[src/rtl/eth_speed_mgr_if.sv]
// -----------------------------------------------------------------------------
// eth_speed_mgr_if
// Groups the per-port MAC status inputs and the PHY / TX-clock control outputs
// of the Ethernet speed manager.
//
//   eth_mode     [NUM_PORTS]    MAC status, 1 = GbE (asynchronous to clk)
//   ena_10       [NUM_PORTS]    MAC status, 1 = 10 Mb (asynchronous to clk)
//   phy_rst_req  [NUM_PORTS]    synchronous, level-sensitive PHY reset request
//   phy_reset_n  [NUM_PORTS]    active-low PHY reset
//   tx_clk_sel   [2*NUM_PORTS]  bits [2i+1:2i]: 00 = 25 MHz, 01 = 2.5 MHz, 10 = 125 MHz
//   tx_clk_en    [NUM_PORTS]    TX clock / gate enable
//   speed_change [NUM_PORTS]    one-cycle pulse when tx_clk_sel updates
//   busy         [NUM_PORTS]    high whenever the port is not in RUN
//
// master: the speed manager itself.  slave: the MAC/PHY side.
// -----------------------------------------------------------------------------
interface eth_speed_mgr_if #(
    parameter int NUM_PORTS = 2
);
    logic [NUM_PORTS-1:0]   eth_mode;
    logic [NUM_PORTS-1:0]   ena_10;
    logic [NUM_PORTS-1:0]   phy_rst_req;
    logic [NUM_PORTS-1:0]   phy_reset_n;
    logic [2*NUM_PORTS-1:0] tx_clk_sel;
    logic [NUM_PORTS-1:0]   tx_clk_en;
    logic [NUM_PORTS-1:0]   speed_change;
    logic [NUM_PORTS-1:0]   busy;

    modport master (
        input  eth_mode, ena_10, phy_rst_req,
        output phy_reset_n, tx_clk_sel, tx_clk_en, speed_change, busy
    );

    modport slave (
        output eth_mode, ena_10, phy_rst_req,
        input  phy_reset_n, tx_clk_sel, tx_clk_en, speed_change, busy
    );
endinterface

[src/rtl/eth_speed_mgr.sv]
// -----------------------------------------------------------------------------
// eth_speed_mgr
// Per-port Ethernet speed manager.  Each port synchronises the MAC speed status,
// waits until a new speed has been seen for STABLE_CYCLES consecutive samples,
// then gates the TX clock off, waits GAP_CYCLES, switches tx_clk_sel, waits
// GAP_CYCLES again and re-enables the clock.  A PHY reset sequence of
// PHY_RST_CYCLES runs after reset and whenever phy_rst_req is asserted.
//
// Ports:
//   clk    system clock, all logic on the rising edge
//   reset  asynchronous, active-high reset
//   bus    eth_speed_mgr_if.master (status inputs, PHY/clock control outputs)
//
// Ports are fully independent: each has its own FSM, stability counter and
// gap/reset timer.
// -----------------------------------------------------------------------------
module eth_speed_mgr #(
    parameter int NUM_PORTS      = 2,      // 1..8
    parameter int STABLE_CYCLES  = 1024,   // >= 2
    parameter int GAP_CYCLES     = 64,     // >= 1
    parameter int PHY_RST_CYCLES = 50000   // >= 1
) (
    input  logic            clk,
    input  logic            reset,
    eth_speed_mgr_if.master bus
);

    typedef enum logic [1:0] {
        PHY_RST  = 2'd0,
        RUN      = 2'd1,
        PRE_GAP  = 2'd2,
        POST_GAP = 2'd3
    } state_t;

    localparam logic [1:0] SPD_100M = 2'b00;
    localparam logic [1:0] SPD_10M  = 2'b01;
    localparam logic [1:0] SPD_1G   = 2'b10;

    // One timer per port serves both the PHY reset hold and the clock gaps.
    localparam int TMR_MAX = (GAP_CYCLES > PHY_RST_CYCLES) ? GAP_CYCLES : PHY_RST_CYCLES;
    localparam int TW      = $clog2(TMR_MAX + 1);
    localparam int SW      = $clog2(STABLE_CYCLES + 1);

    localparam logic [TW-1:0] RST_LAST  = TW'(PHY_RST_CYCLES - 1);
    localparam logic [TW-1:0] GAP_LAST  = TW'(GAP_CYCLES - 1);
    localparam logic [SW-1:0] STAB_LAST = SW'(STABLE_CYCLES - 1);
    localparam logic [SW-1:0] STAB_SAT  = SW'(STABLE_CYCLES);

    // ------------------------------------------------------------------
    // Two-flop synchronisers for the asynchronous MAC status bits
    // ------------------------------------------------------------------
    logic [NUM_PORTS-1:0] mode_meta, mode_sync;
    logic [NUM_PORTS-1:0] ena10_meta, ena10_sync;

    always_ff @(posedge clk or posedge reset) begin
        if (reset) begin
            mode_meta  <= '0;
            mode_sync  <= '0;
            ena10_meta <= '0;
            ena10_sync <= '0;
        end else begin
            // NOTE: non-blocking assignments make every flop sample the
            // pre-edge value, so the two stages really form a 2-cycle chain.
            mode_meta  <= bus.eth_mode;
            mode_sync  <= mode_meta;
            ena10_meta <= bus.ena_10;
            ena10_sync <= ena10_meta;
        end
    end

    wire [NUM_PORTS-1:0]   phy_reset_n_w;
    wire [NUM_PORTS-1:0]   tx_clk_en_w;
    wire [NUM_PORTS-1:0]   speed_change_w;
    wire [NUM_PORTS-1:0]   busy_w;
    wire [2*NUM_PORTS-1:0] tx_clk_sel_w;

    // ------------------------------------------------------------------
    // Per-port FSM, stability counter and gap/reset timer
    // ------------------------------------------------------------------
    for (genvar i = 0; i < NUM_PORTS; i++) begin : g_port
        state_t        state_q, state_d;
        logic [1:0]    code;
        logic [1:0]    sel_q, sel_d;
        logic [1:0]    cand_q, cand_d;
        logic [SW-1:0] stab_q, stab_d, stab_inc;
        logic [TW-1:0] tmr_q, tmr_d, tmr_inc;
        logic          chg_q, chg_d;

        // GbE wins over the 10 Mb flag; code 11 is unreachable.
        assign code = mode_sync[i] ? SPD_1G : (ena10_sync[i] ? SPD_10M : SPD_100M);

        // Saturating increments: the counters stick at their ceiling.
        assign tmr_inc  = (tmr_q == '1)        ? tmr_q  : tmr_q  + TW'(1);
        assign stab_inc = (stab_q == STAB_SAT) ? stab_q : stab_q + SW'(1);

        always_ff @(posedge clk or posedge reset) begin
            if (reset) begin
                state_q <= PHY_RST;
                sel_q   <= SPD_100M;
                cand_q  <= SPD_100M;
                stab_q  <= '0;
                tmr_q   <= '0;
                chg_q   <= 1'b0;
            end else begin
                state_q <= state_d;
                sel_q   <= sel_d;
                cand_q  <= cand_d;
                stab_q  <= stab_d;
                tmr_q   <= tmr_d;
                chg_q   <= chg_d;
            end
        end

        always_comb begin
            // NOTE: every output of this block is given a value before the
            // case statement, so no path leaves one unassigned (no latch).
            state_d = state_q;
            sel_d   = sel_q;
            cand_d  = cand_q;
            stab_d  = stab_q;
            tmr_d   = tmr_q;
            chg_d   = 1'b0;

            unique case (state_q)
                PHY_RST: begin
                    if (tmr_q == RST_LAST) begin
                        // Initial speed comes straight from the status; this
                        // is not a change, so no speed_change pulse.
                        state_d = POST_GAP;
                        sel_d   = code;
                        tmr_d   = '0;
                    end else begin
                        tmr_d = tmr_inc;
                    end
                end

                RUN: begin
                    if (code == sel_q) begin
                        stab_d = '0;
                    end else if (code == cand_q) begin
                        if (stab_q == STAB_LAST) begin
                            // cand_q is only written in RUN, so it stays
                            // frozen through both gaps.
                            state_d = PRE_GAP;
                            stab_d  = '0;
                            tmr_d   = '0;
                        end else begin
                            stab_d = stab_inc;
                        end
                    end else begin
                        cand_d = code;
                        stab_d = SW'(1);
                    end
                end

                PRE_GAP: begin
                    if (tmr_q == GAP_LAST) begin
                        state_d = POST_GAP;
                        sel_d   = cand_q;
                        chg_d   = 1'b1;
                        tmr_d   = '0;
                    end else begin
                        tmr_d = tmr_inc;
                    end
                end

                POST_GAP: begin
                    if (tmr_q == GAP_LAST) begin
                        state_d = RUN;
                        stab_d  = '0;
                        tmr_d   = '0;
                    end else begin
                        tmr_d = tmr_inc;
                    end
                end

                default: state_d = PHY_RST;
            endcase

            // A PHY reset request overrides everything and restarts the hold
            // every cycle it is present; any pending switch is abandoned.
            if (bus.phy_rst_req[i]) begin
                state_d = PHY_RST;
                tmr_d   = '0;
                stab_d  = '0;
                chg_d   = 1'b0;
            end
        end

        assign phy_reset_n_w[i]        = (state_q != PHY_RST);
        assign tx_clk_en_w[i]          = (state_q == RUN);
        assign busy_w[i]               = (state_q != RUN);
        assign speed_change_w[i]       = chg_q;
        assign tx_clk_sel_w[2*i +: 2]  = sel_q;
    end

    assign bus.phy_reset_n  = phy_reset_n_w;
    assign bus.tx_clk_en    = tx_clk_en_w;
    assign bus.busy         = busy_w;
    assign bus.speed_change = speed_change_w;
    assign bus.tx_clk_sel   = tx_clk_sel_w;

endmodule

[src/flat_wrapper.sv]
// flat-port wrapper written by rule: the top's interface ports become plain ports
module eth_speed_mgr_flat 
#(
    parameter int NUM_PORTS      = 2,             
    parameter int STABLE_CYCLES  = 1024,          
    parameter int GAP_CYCLES     = 64,            
    parameter int PHY_RST_CYCLES = 50000          
)
  (clk, reset, bus_eth_mode, bus_ena_10, bus_phy_rst_req, bus_phy_reset_n, bus_tx_clk_sel, bus_tx_clk_en, bus_speed_change, bus_busy);
  eth_speed_mgr_if #(.NUM_PORTS(NUM_PORTS)) bus_i ();
  input  logic clk;
  input  logic reset;
  input wire logic [$bits(bus_i.eth_mode)-1:0] bus_eth_mode;
  input wire logic [$bits(bus_i.ena_10)-1:0] bus_ena_10;
  input wire logic [$bits(bus_i.phy_rst_req)-1:0] bus_phy_rst_req;
  output wire logic [$bits(bus_i.phy_reset_n)-1:0] bus_phy_reset_n;
  output wire logic [$bits(bus_i.tx_clk_sel)-1:0] bus_tx_clk_sel;
  output wire logic [$bits(bus_i.tx_clk_en)-1:0] bus_tx_clk_en;
  output wire logic [$bits(bus_i.speed_change)-1:0] bus_speed_change;
  output wire logic [$bits(bus_i.busy)-1:0] bus_busy;
  assign bus_i.eth_mode = bus_eth_mode;
  assign bus_i.ena_10 = bus_ena_10;
  assign bus_i.phy_rst_req = bus_phy_rst_req;
  assign bus_phy_reset_n = bus_i.phy_reset_n;
  assign bus_tx_clk_sel = bus_i.tx_clk_sel;
  assign bus_tx_clk_en = bus_i.tx_clk_en;
  assign bus_speed_change = bus_i.speed_change;
  assign bus_busy = bus_i.busy;
  eth_speed_mgr #(.NUM_PORTS(NUM_PORTS), .STABLE_CYCLES(STABLE_CYCLES), .GAP_CYCLES(GAP_CYCLES), .PHY_RST_CYCLES(PHY_RST_CYCLES)) u_core (.clk(clk), .reset(reset), .bus(bus_i));
endmodule
[config.mk]
export PLATFORM = sky130hd
export DESIGN_NAME = eth_speed_mgr_flat
export DESIGN_NICKNAME = d
export VERILOG_FILES = /design/src/rtl/eth_speed_mgr_if.sv /design/src/rtl/eth_speed_mgr.sv /design/src/flat_wrapper.sv
export SDC_FILE = /design/constraint.sdc
export NUM_CORES = 1
export LEC_CHECK = 0
export ABC_AREA = 1
export CORE_ASPECT_RATIO = 1.4
export CORE_MARGIN = 4
export CORE_UTILIZATION = 40
export DETAILED_ROUTE_END_ITERATION = 7
export DONT_BUFFER_PORTS = 1
export MAX_ROUTING_LAYER = met4
export PLACE_DENSITY = 0.56
export SYNTH_ARGS = -nofsm -noshare
export SYNTH_HDL_FRONTEND = slang
export SYNTH_SLANG_ARGS = --single-unit
[constraint.sdc]
create_clock -name clk -period 2.6 [get_ports clk]
set_input_delay 0.13 -clock clk [delete_from_list [all_inputs] [get_ports clk]]
set_output_delay 0.13 -clock clk [all_outputs]
set_load 0.01 [all_outputs]
==> metrics.txt <==
Setup WS post-layout=0.4674 ns; CP top delay family=simple AND/OR/NAND/NOR gates; Clock Sinks=76; setup bufs post-CTS=0; Longest Clk Path Bufs=2; Core Area=13000 um2; Die Width=106.0 um; Crit path top cell by count=nand2_1; XOR/XNOR share of the synthesized area=under 10%; H-tree depth=3; RSZ-0062 raised after global routing=false; Worst setup EP type=flip-flop; Die Span Y=145.1 um; Clk pin slew, worst setup/hold paths=roughly 0.070 ns; Final Skew=around 0.0061 ns; Period minus WS final=2.133 ns; Final Non-Filler Cells=just over 1000; Crit. path cell count=12; top cell type's share of synthesized area=35.40%; minimum hold slack=0.01496 ns; CP Launch Type=flip-flop; hpwl dp=10.28 mm; ant diodes=0; Net Sw Power=between 2 and 2.5 mW; Sw Share=44.57%; Max Slew Vio Count=0; Layout area overhead=9.222%; Residual DRC=0; setup slack at placement=0.4392 ns; Site Rows=a little under 50; Primary FF master, synth=dfrtp_1; compound-cell area share of the yosys netlist=6.334%; Worst Path Max Fanout=6; final core occ=45.15%; Post-DRT Antenna Nets=0; Max-cap violations=0; grt total ovfl=0; CTS tree=built; Power Internal=2.644 mW; RePlAce Congestion=0.9042; largest family of logic cells by synthesized area=simple AND/OR/NAND/NOR gates; leading area contributor after synthesis=dfrtp_1; Syn Nets=around 840; WP data required=2.87 ns; Avg Cell Area, Syn=6.481 um2; final hold vios=0; pwr/cell area=812.9 nW/um2; die area=15380 um2; register area share after synthesis=35.40%; CTS Root Cell=clkbuf_16; post-synthesis mux area share=0%; Placed Cells=993; Final Cell Area=between 5000 and 6000 um2; global-route wire length before repair=23.47 mm; CP bufs+invs=2; combined area of all synthesized cells=5373 um2; Largest stage delay, worst path=about 0.43 ns; critical-path cell list=ha_1, nand2_2, inv_2, nand2_2, nor2_1, nand2_1, nand2_1, nand2_1, nand2_1, nand2_1, clkinv_1, nor2_1; worst vdd ir=around 0.49 mV; crit path DAT=2.40 ns; Tot Pwr=4.770 mW; DR WL/cell=13.38 um; Critical-path top delay cell=dfrtp_1; initial antenna violation count=0; maximum clock rate=about 470 MHz; warnings from Yosys=0; IO Port Bufs=0; DRT iter0 DRCs=between 200 and 250; DR pass1 iterations=6; worst hold stages=3; setup TNS=0 ns; worst slew pin tran=between 0.6 and 0.7 ns; Logic pwr share=36.9%; Tcrit/Tclk final=between 80 and 90%; nets=847; Via density=4.969; share of cells above drive strength 1=8.115%; Crit Path Class=flip-flop to flip-flop; Hold Crit Class=input port to flip-flop; vias in the first global route=4945; Final Setup Violations=0; largest net degree at the start of global routing=39; Starting Density=41.34%; Post-DP Area=about 5500 um2; leak pwr=2.849 nW; adder-cell share of the synthesized area=about 1.4%; number of flops mapped to enable cells by yosys=0; total CTS buffers=9; Synth async-reset ratio=100.0%; WL final=around 14 mm; simple-gate area share of the yosys netlist=45.25%; Slew Limit Headroom=54.40%; Seq pwr share=37.3%; # IOs=20; r2r worst-path depth=12; #FFs+latches synth=76; total global routing track utilization=18.94%; clock power share=between 20% and 30%; vias=5049; Synth area leaders=dfrtp_1 35%, nand2_1 20%, nor2_1 8.7%; Gate Count Post-Synth=829; Yosys cell types=32; outcome=completed; Clk Latency, worst-skew pair=~0.34 ns
-- registers in the layout, indices dropped and copies added (netlist names) --
name	cells
u_core.ena10_meta	2
u_core.ena10_sync	2
u_core.g_port.cand_q	4
u_core.g_port.chg_q	2
u_core.g_port.sel_q	4
u_core.g_port.stab_q	22
u_core.g_port.state_q	4
u_core.g_port.tmr_q	32
u_core.mode_meta	2
u_core.mode_sync	2
-- final timing paths --
kind,start,endpoint,slack [ns]
worst max-delay path,u_core.g_port[1].tmr_q[0],u_core.g_port[1].tmr_q[15],0.47
worst min-delay path,bus_phy_rst_req[1],u_core.g_port[1].state_q[1],0.01
worst max register to register,u_core.g_port[1].tmr_q[0],u_core.g_port[1].tmr_q[15],0.47
worst min register to register,u_core.ena10_meta[1],u_core.ena10_sync[1],0.35
max in group asynchronous,reset,u_core.g_port[1].sel_q[0],1.52
min in group asynchronous,reset,u_core.g_port[0].state_q[1],0.33
-- layout make-up --
cell class | count | area [um2]
sequential | 76 | 1902
clock buffer | 11 | 252.7
timing repair buffer | 11 | 100.1
clock inverter | 5 | 35.03
multi-input combinational | 646 | 3020
inverter | 89 | 335.3
fill | 1412 | 7129
tap | 178 | 222.7
-- layer usage --
metal	share of wire, %	GRT usage, %	vias up
met2	52	32.73	74
met3	2.6	2.889	10
met1	44	22.82	2339
met4	0.98	5.379	0
li1	-	-	2626
met5	0	-	-
-- power by group through the flow --
stage / Sequential, mW / Combinational [mW] / Clock [mW]
global placement: 1.80 / 1.74 / 0
detailed placement: 1.80 / 1.76 / 0
finish: 1.78 / 1.76 / 1.23
CTS: 1.78 / 1.78 / 1.26
floorplan: 1.62 / 1.51 / 0
global route: 1.82 / 2.02 / 1.31
-- kinds of logic after synthesis --
| kind of cell | count (synthesis) |
|---|---|
| simple gates | 559 |
| buf+inv | 107 |
| flops | 76 |
| compound gates | 62 |
| xor+xnor | 19 |
| fa+ha+maj | 6 |
-- cells in the mapped netlist, types with 3 or more instances --
cell      number
inv_2         13
o21ai_0       29
a21oi_1        4
nor2_1       124
ha_1           6
buf_4          5
nand3_1       82
inv_1         74
o21ai_1       15
xor2_1        11
o21bai_1       6
nand4_1       19
o211ai_1       4
buf_6          3
nor2_2         5
nand2_1      290
nand3_2        7
xnor2_1        7
dfrtp_1       76
nand2_2       10
o22ai_1        4
nor3_1         8
nor2_4         9
buf_2          6
-- timing repair --
item / in CTS / in global routing
hold buffers: 7 / 0
gates resized for setup: 0 / 0
endpoints found under the hold margin: 46 / 0
-- cells in the final DEF, fill, tap and decap left out, types with 5 or more instances in the layout --
cell type | Yosys | routed
o21ai_1 | 15 | 15
nor2_4 | 9 | 9
ha_1 | 6 | 6
dfrtp_1 | 76 | 76
nand2_1 | 290 | 290
inv_1 | 74 | 73
nand4_1 | 19 | 19
xnor2_1 | 7 | 7
nand3_2 | 7 | 7
o21bai_1 | 6 | 6
nor2_1 | 124 | 124
dlygate4sd3_1 | 0 | 7
nand2_2 | 10 | 10
nand3_1 | 82 | 82
nor3_1 | 8 | 8
o21ai_0 | 29 | 29
xor2_1 | 11 | 11
nor2_2 | 5 | 5
inv_2 | 13 | 13
clkbuf_16 | 0 | 9
-- worst min-delay path: cells and delay by family --
kind / cells / cell delay (ns)
AND/OR/NAND/NOR: 3 / 0.19
(Power assumes the default switching activity.)
